## src/rtl/mmm_ctrl_pkg.sv

```systemverilog
// mmm_ctrl shared definitions.
// State set and counter sizing helper.
package mmm_ctrl_pkg;

   typedef enum logic [2:0] {
      S_IDLE    = 3'd0,
      S_CLEAR   = 3'd1,
      S_LOAD    = 3'd2,
      S_RUN     = 3'd3,
      S_CAPTURE = 3'd4,
      S_DONE    = 3'd5
   } state_e;

   function automatic int cnt_width(input int w);
      return (w > 1) ? $clog2(w) : 1;
   endfunction

endpackage

```

## src/rtl/mmm_ctrl_if.sv

```systemverilog
// Control/handshake bundle between host, sequencer and
// the Montgomery multiplier datapath.
interface mmm_ctrl_if;
   logic ena;
   logic start;
   logic abort;
   logic en_mmm;
   logic rst_mmm;
   logic ld_a;
   logic ld_r;
   logic lock;
   logic busy;
   logic done;

   modport master (
      output ena, start, abort,
      input  en_mmm, rst_mmm, ld_a, ld_r,
      input  lock, busy, done
   );

   modport slave (
      input  ena, start, abort,
      output en_mmm, rst_mmm, ld_a, ld_r,
      output lock, busy, done
   );
endinterface

```

## src/rtl/mmm_iter_counter.sv

```systemverilog
// Loadable down-counter with enable and zero flag.
// Saturates at zero instead of wrapping.
module mmm_iter_counter #(
   parameter int CW = 2
) (
   input  logic          clk,
   input  logic          rstb,
   input  logic          load,
   input  logic          dec,
   input  logic [CW-1:0] init,
   output logic          zero
);

   logic [CW-1:0] cnt;

   always_ff @(posedge clk or negedge rstb) begin
      if (!rstb) begin
         cnt <= '0;
      end else if (load) begin
         cnt <= init;
      end else if (dec && cnt != '0) begin
         cnt <= cnt - 1'b1;
      end
   end

   assign zero = (cnt == '0);

endmodule

```

## src/rtl/mmm_ctrl.sv

```systemverilog
// Sequencer for the Montgomery multiplier datapath:
// clear, load A, WIDTH iterations, capture, done.
module mmm_ctrl
   import mmm_ctrl_pkg::*;
#(
   parameter int WIDTH = 4
) (
   input  logic       clk,
   input  logic       rstb,
   mmm_ctrl_if.slave  bus
);

   localparam int CW = cnt_width(WIDTH);
   localparam logic [CW-1:0] CNT_INIT = CW'(WIDTH - 1);

   localparam logic [2:0] IDLE    = S_IDLE;
   localparam logic [2:0] CLEAR   = S_CLEAR;
   localparam logic [2:0] LOAD    = S_LOAD;
   localparam logic [2:0] RUN     = S_RUN;
   localparam logic [2:0] CAPTURE = S_CAPTURE;
   localparam logic [2:0] DONE    = S_DONE;

   logic [2:0] state;
   logic [2:0] state_nx;
   logic       cnt_zero;
   logic       in_op;

   mmm_iter_counter #(
      .CW (CW)
   ) u_cnt (
      .clk  (clk),
      .rstb (rstb),
      .load (bus.ena && state == LOAD),
      .dec  (bus.ena && state == RUN),
      .init (CNT_INIT),
      .zero (cnt_zero)
   );

   // abort overrides every transition, including a start in DONE
   always_comb begin
      state_nx = state;
      if (bus.abort) begin
         state_nx = IDLE;
      end else begin
         unique case (state)
            IDLE:    if (bus.start) state_nx = CLEAR;
            CLEAR:   state_nx = LOAD;
            LOAD:    state_nx = RUN;
            RUN:     if (cnt_zero) state_nx = CAPTURE;
            CAPTURE: state_nx = DONE;
            DONE:    state_nx = bus.start ? CLEAR : IDLE;
            default: state_nx = IDLE;
         endcase
      end
   end

   always_ff @(posedge clk or negedge rstb) begin
      if (!rstb) begin
         state <= IDLE;
      end else if (bus.ena) begin
         state <= state_nx;
      end
   end

   assign in_op = (state == CLEAR) || (state == LOAD) ||
                  (state == RUN)   || (state == CAPTURE);

   assign bus.busy    = in_op;
   assign bus.en_mmm  = bus.ena && in_op;
   assign bus.rst_mmm = (state != CLEAR);
   assign bus.ld_a    = (state == LOAD);
   assign bus.ld_r    = (state == CAPTURE);
   assign bus.lock    = (state != CAPTURE);
   assign bus.done    = (state == DONE);

endmodule
```

## src/flat_wrapper.sv

```systemverilog
// flat-port wrapper written by rule: the top's interface ports become plain ports
module mmm_ctrl_flat import mmm_ctrl_pkg::*;
#(
   parameter int WIDTH = 4
)
  (clk, rstb, bus_ena, bus_start, bus_abort, bus_en_mmm, bus_rst_mmm, bus_ld_a, bus_ld_r, bus_lock, bus_busy, bus_done);
  mmm_ctrl_if bus_i ();
  input  logic clk;
  input  logic rstb;
  input wire logic [$bits(bus_i.ena)-1:0] bus_ena;
  input wire logic [$bits(bus_i.start)-1:0] bus_start;
  input wire logic [$bits(bus_i.abort)-1:0] bus_abort;
  output wire logic [$bits(bus_i.en_mmm)-1:0] bus_en_mmm;
  output wire logic [$bits(bus_i.rst_mmm)-1:0] bus_rst_mmm;
  output wire logic [$bits(bus_i.ld_a)-1:0] bus_ld_a;
  output wire logic [$bits(bus_i.ld_r)-1:0] bus_ld_r;
  output wire logic [$bits(bus_i.lock)-1:0] bus_lock;
  output wire logic [$bits(bus_i.busy)-1:0] bus_busy;
  output wire logic [$bits(bus_i.done)-1:0] bus_done;
  assign bus_i.ena = bus_ena;
  assign bus_i.start = bus_start;
  assign bus_i.abort = bus_abort;
  assign bus_en_mmm = bus_i.en_mmm;
  assign bus_rst_mmm = bus_i.rst_mmm;
  assign bus_ld_a = bus_i.ld_a;
  assign bus_ld_r = bus_i.ld_r;
  assign bus_lock = bus_i.lock;
  assign bus_busy = bus_i.busy;
  assign bus_done = bus_i.done;
  mmm_ctrl #(.WIDTH(WIDTH)) u_core (.clk(clk), .rstb(rstb), .bus(bus_i));
endmodule
```

## config.mk

```make
export PLATFORM = sky130hd
export DESIGN_NAME = mmm_ctrl_flat
export DESIGN_NICKNAME = d
export VERILOG_FILES = /design/src/rtl/mmm_ctrl_pkg.sv /design/src/rtl/mmm_ctrl_if.sv /design/src/rtl/mmm_iter_counter.sv /design/src/rtl/mmm_ctrl.sv /design/src/flat_wrapper.sv
export SDC_FILE = /design/constraint.sdc
export NUM_CORES = 1
export LEC_CHECK = 0
export ABC_AREA = 0
export CAP_MARGIN = 20
export CORE_AREA = 2 2 39 41
export CTS_BUF_LIST = sky130_fd_sc_hd__clkbuf_16
export CTS_CLUSTER_DIAMETER = 30
export DETAILED_ROUTE_END_ITERATION = 8
export DIE_AREA = 0 0 41 43
export SYNTH_ARGS = -nofsm -noshare
export SYNTH_HDL_FRONTEND = slang
export SYNTH_SLANG_ARGS = --single-unit
```

## constraint.sdc

```tcl
create_clock -name clk -period 2 [get_ports clk]
set_input_delay 0.4 -clock clk [delete_from_list [all_inputs] [get_ports clk]]
set_output_delay 0.4 -clock clk [all_outputs]
set_load 0.01 [all_outputs]
```

# Yosys cells after proc, flatten, opt, wreduce, memory -nomap -nowiden
# Cells that the tools add are included.
# totals
reg_bits,5
inputBits,5
# op_classes
n_addsub,1
eq_ne,9
muxes,7
n_reduce_logical,12
# op_table
cell,n
case mux 3 bit (6 select lines),1
2-to-1 mux 3 bit,3
"equality test 3 x 2 -> 1 bit, second input constant",2
"equality test 3 bit, second input constant",2
"inequality test 3 bit, second input constant",2
logical AND 1 bit,4
2-to-1 mux 2 bit,2
nonzero test 2 bit,2
"equality test 3 x 1 -> 1 bit, second input constant",1
zero test 3 bit,1
logical OR 1 bit,3
"inequality test 3 x 1 -> 1 bit, second input constant",1
"inequality test 3 x 2 -> 1 bit, second input constant",1
AND reduction 3 bit,1
zero test 2 bit,1
"subtractor 2 x 1 -> 2 bit, second input constant",1
2-to-1 mux 1 bit,1

# Longest topological paths before layout
# depth
word_depth,5
mapped_depth,5

# Modules after synthesis
# From an unflattened synthesis, not the netlist that was laid out.
# hier_totals
hier_cells,46
hier_area_um2,424.2
# by_module_without_submodules
module,n_inst,cells_per_inst,area_each_um2,seq_area_each_um2
mmm_ctrl,1,33,291.5,75.1
mmm_iter_counter,1,13,132.6,50.0

# Worst setup path after synthesis
# Ideal clock, no wire load.
# synth_path
kind,flip-flop to output port
from,reg u_core.state[2]
to,out bus_en_mmm
t_arrival_ps,1046
setup_slack_ps,554
path_stages_with_launch,4
cell_sequence,dfrtp_1 clkbuf_2 xnor2_1 and2_1
# synth_between
elab_chain_cells,5
elab_cells_between_ends,8
cone_classes,4 x eq/ne; 4 x reduce/logical
# synth_rtl
item,line,source
from (decl),mmm_ctrl.sv:23,logic [2:0] state;
from (signal assigned),mmm_ctrl.sv:61,state <= state_nx;
equality test 3 x 1 -> 1 bit or equality test 3 x 2 -> 1 bit (tied branches),mmm_ctrl.sv:65,assign in_op = (state == CLEAR) || (state == LOAD) ||
logical OR 1 bit (2 in series),mmm_ctrl.sv:65,
logical OR 1 bit (*),mmm_ctrl.sv:66,(state == RUN) || (state == CAPTURE);
named net bus_busy,flat_wrapper.sv:18,output wire logic [$bits(bus_i.busy)-1:0] bus_busy;
logical AND 1 bit (*),mmm_ctrl.sv:69,assign bus.en_mmm = bus.ena && in_op;
to (decl),flat_wrapper.sv:13,output wire logic [$bits(bus_i.en_mmm)-1:0] bus_en_mmm;
# The timed path passes the listed nets; every way through them passes the cells marked *.

# Worst setup path in the final report
# layout_path
from,reg u_core.state[1]
to,out bus_done
# layout_between
elab_chain_cells,1
# layout_rtl
item,line,source
equality test 3 bit,mmm_ctrl.sv:74,assign bus.done = (state == DONE);
to (decl),flat_wrapper.sv:19,output wire logic [$bits(bus_i.done)-1:0] bus_done;
# Every way passes these cells.

==> results.toml <==
[pwr]
powerDensity_nw_per_um2 = 1190
p_int_uw = 501
p_leak_uw = 0.000296
ir_worst_vdd_uv = 317
power_frac_comb_pct = 32.4
power_uw = 694
swShare_pct = 27.8
p_clk_share_pct = 46.1
p_seq_share_pct = 21.5
p_switching_uw = 193

[yosys]
ys_warn_count = 0
synth-edff-count = 0
yosysSeqAreaShare_pct = 35.3
netlist_area_sq_um = 354
synth.distinct_cells = 24
synth_cells = 42
synthFlopType = "dfrtp_1"
synth-seq-cells = 5
syn_avg_cell_area_sq_um = 8.43
synth_nets = 48
async_flop_share_pct = 100

[floorplanning]
start_util_pct = 25.6
ioPinCount = 12
num_rows = 14
die_y_microns = 43
die_x_microns = 41
dieArea_sq_um = 1760
core_area_sq_um = 1380

[setup_path]
worst_ep_required_time_ps = 1600
crit_fanout = 7
path_class = "reg -> out"
arrival_ps = 1530
worstSetupEndpointType = "output pin"
start_kind = "register"

[cells_and_area]
drive_gt1_share_pct = 17.2
syn_to_final_growth_pct = 65.4
postLayoutCoreUtil_pct = 42.3
diodes = 0
num-fill-cells = 142
final_area_sq_um = 586
nets = 65

[run]
drv_cap = 0

[timing]
finalCritPeriodShare_pct = 96.7
fmax_mhz = 517
setup_viol = 0
maxSlewHeadroom_pct = 80.1
fin_worst_skew_ps = 4.27
worst_slew_pin_slew_ps = 294
rsz0062_at_grt = "false"
slew_violations = 0
min_period_ps = 1930
tns_ps = 0
hold_viol = 0

[global_routing]
overflow = 0
grt_max_degree = 13
antenna_found_initial = 0
grt_pass1_vias = 297
grt_usage_pct = 11.3
grt_pass1_wl_microns = 1340

[routing]
route.detailed.drc = 0
firstDrtPassIters = 4
routed_wirelength_microns = 852
wl_per_cell_microns = 11.5
final_antenna_net_count = 0
route.vias.total = 374
drt_iter0_drc = 8
drt-vias-per-instance = 5.05

[outcome]
status = "finished, final reports clean"

[clock_network]
clock_sinks = 5
cts_tree = "yes"
clk_path_buf_depth = 2
insertion_delay_ps = 230
root_buffer = "clkbuf_16"
clk_pin_slew_ps = 30
cts_setup_buffers = 0
cts_buffers = 3
htree_levels = 1

[min_path]
hold_class = "in -> async"

[placed_design]
gp_congestion = 0.703
io_buffers = 11
dp_hpwl_microns = 618
postPlaceCellArea_sq_um = 499
-- cells by family (layout without fill, tap and decap cells) --
kind of cell	count (synthesis)	in the layout	share of synthesized area (%)
AOI/OAI and AO/OA	13	13	26.9
xor gates and xnor gates	1	1	2.47
adders and majority gates	1	1	3.53
buffers and inverters	7	23	8.48
DFF	5	5	35.3
and+or+nand+nor	15	15	23.3
-- final timing paths --
path                                startpoint                  end  slack [ps]  cells after the start
hold / removal                            rstb      u_core.state[0]         400                      1
setup reg to reg           u_core.u_cnt.cnt[0]      u_core.state[0]         730                      5
max in group asynchronous                 rstb      u_core.state[2]        1390                      1
setup / recovery               u_core.state[1]             bus_done          70                      4
hold reg to reg            u_core.u_cnt.cnt[0]  u_core.u_cnt.cnt[0]         500                      1
min in group clk           u_core.u_cnt.cnt[0]  u_core.u_cnt.cnt[0]         500                      1
-- registers in the layout, indices dropped and copies added (netlist names) --
name              cells
u_core.u_cnt.cnt      2
u_core.state          3
-- metrics by stage --
step                instances  setup slack [ps]  hold WS, ps
detailed placement         70              86.5          485
global placement           70              93.3          482
global route               74              8.85          420
finish                     74              66.9          404
floorplan                  42               554          104
CTS                        74              5.10          405
-- power by group through the flow --
stage,clock [uW],combinational (uW),sequential [uW]
floorplan,0,125,150
global placement,0,222,147
detailed placement,0,225,146
CTS,325,228,149
global route,338,248,153
finish,320,225,149
-- synthesized netlist by cell type, drive strengths merged, types with 2 or more instances --
cell	count	area, sq um
clkbuf	2	10.0
o21ai	2	10.0
o41ai	2	25.0
and3b	2	17.5
nor3	2	10.0
nand2	4	15.0
inv	4	15.0
dfrtp	5	125
a31oi	4	25.0
nor2	2	7.51
a21oi	2	10.0
-- per-layer routing --
metal	routed length [microns]	up-vias	GRT usage, %	share of wire (%)
met2	454	12	17.5	53
met1	367	179	13.3	43
met3	30	0	4.71	3.5
met5	0	-	0	0
li1	-	183	-	-
met4	0	0	4.00	0
-- timing repair --
action	in CTS	in global routing
endpoints found under the setup margin	1	2
endpoints found under the hold margin	0	0
hold buffers	0	0
pin swaps	0	1
resized for setup	1	2
-- worst max-delay path, stage by stage (launching register included) --
cell and delay, ps:
dfrtp_1 370, buf_4 160, inv_2 90, and3_1 150, clkdlybuf4s50_1 530
-- layout make-up --
type	count	area (sq um)	area share (%)
inverter	4	15.0	2.56
tap	16	20.0	3.42
timing repair buffer	15	145	24.8
sequential	5	125	21.4
multi-input combinational	30	201	34.4
clock inverter	1	3.75	0.641
clock buffer	3	75.1	12.8
-- placed cells by master, fill, tap and decap left out, types with 2 or more instances in the layout --
| cell | instances |
|---|---|
| inv_1 | 4 |
| and3b_1 | 2 |
| a31oi_1 | 4 |
| clkbuf_16 | 3 |
| nand2_1 | 4 |
| buf_4 | 4 |
| dfrtp_1 | 5 |
| a21oi_1 | 2 |
| o21ai_1 | 2 |
| nor3_1 | 2 |
| clkdlybuf4s50_1 | 9 |
| dlymetal6s2s_1 | 2 |
Note: power is estimated with default switching activity, not from simulation.
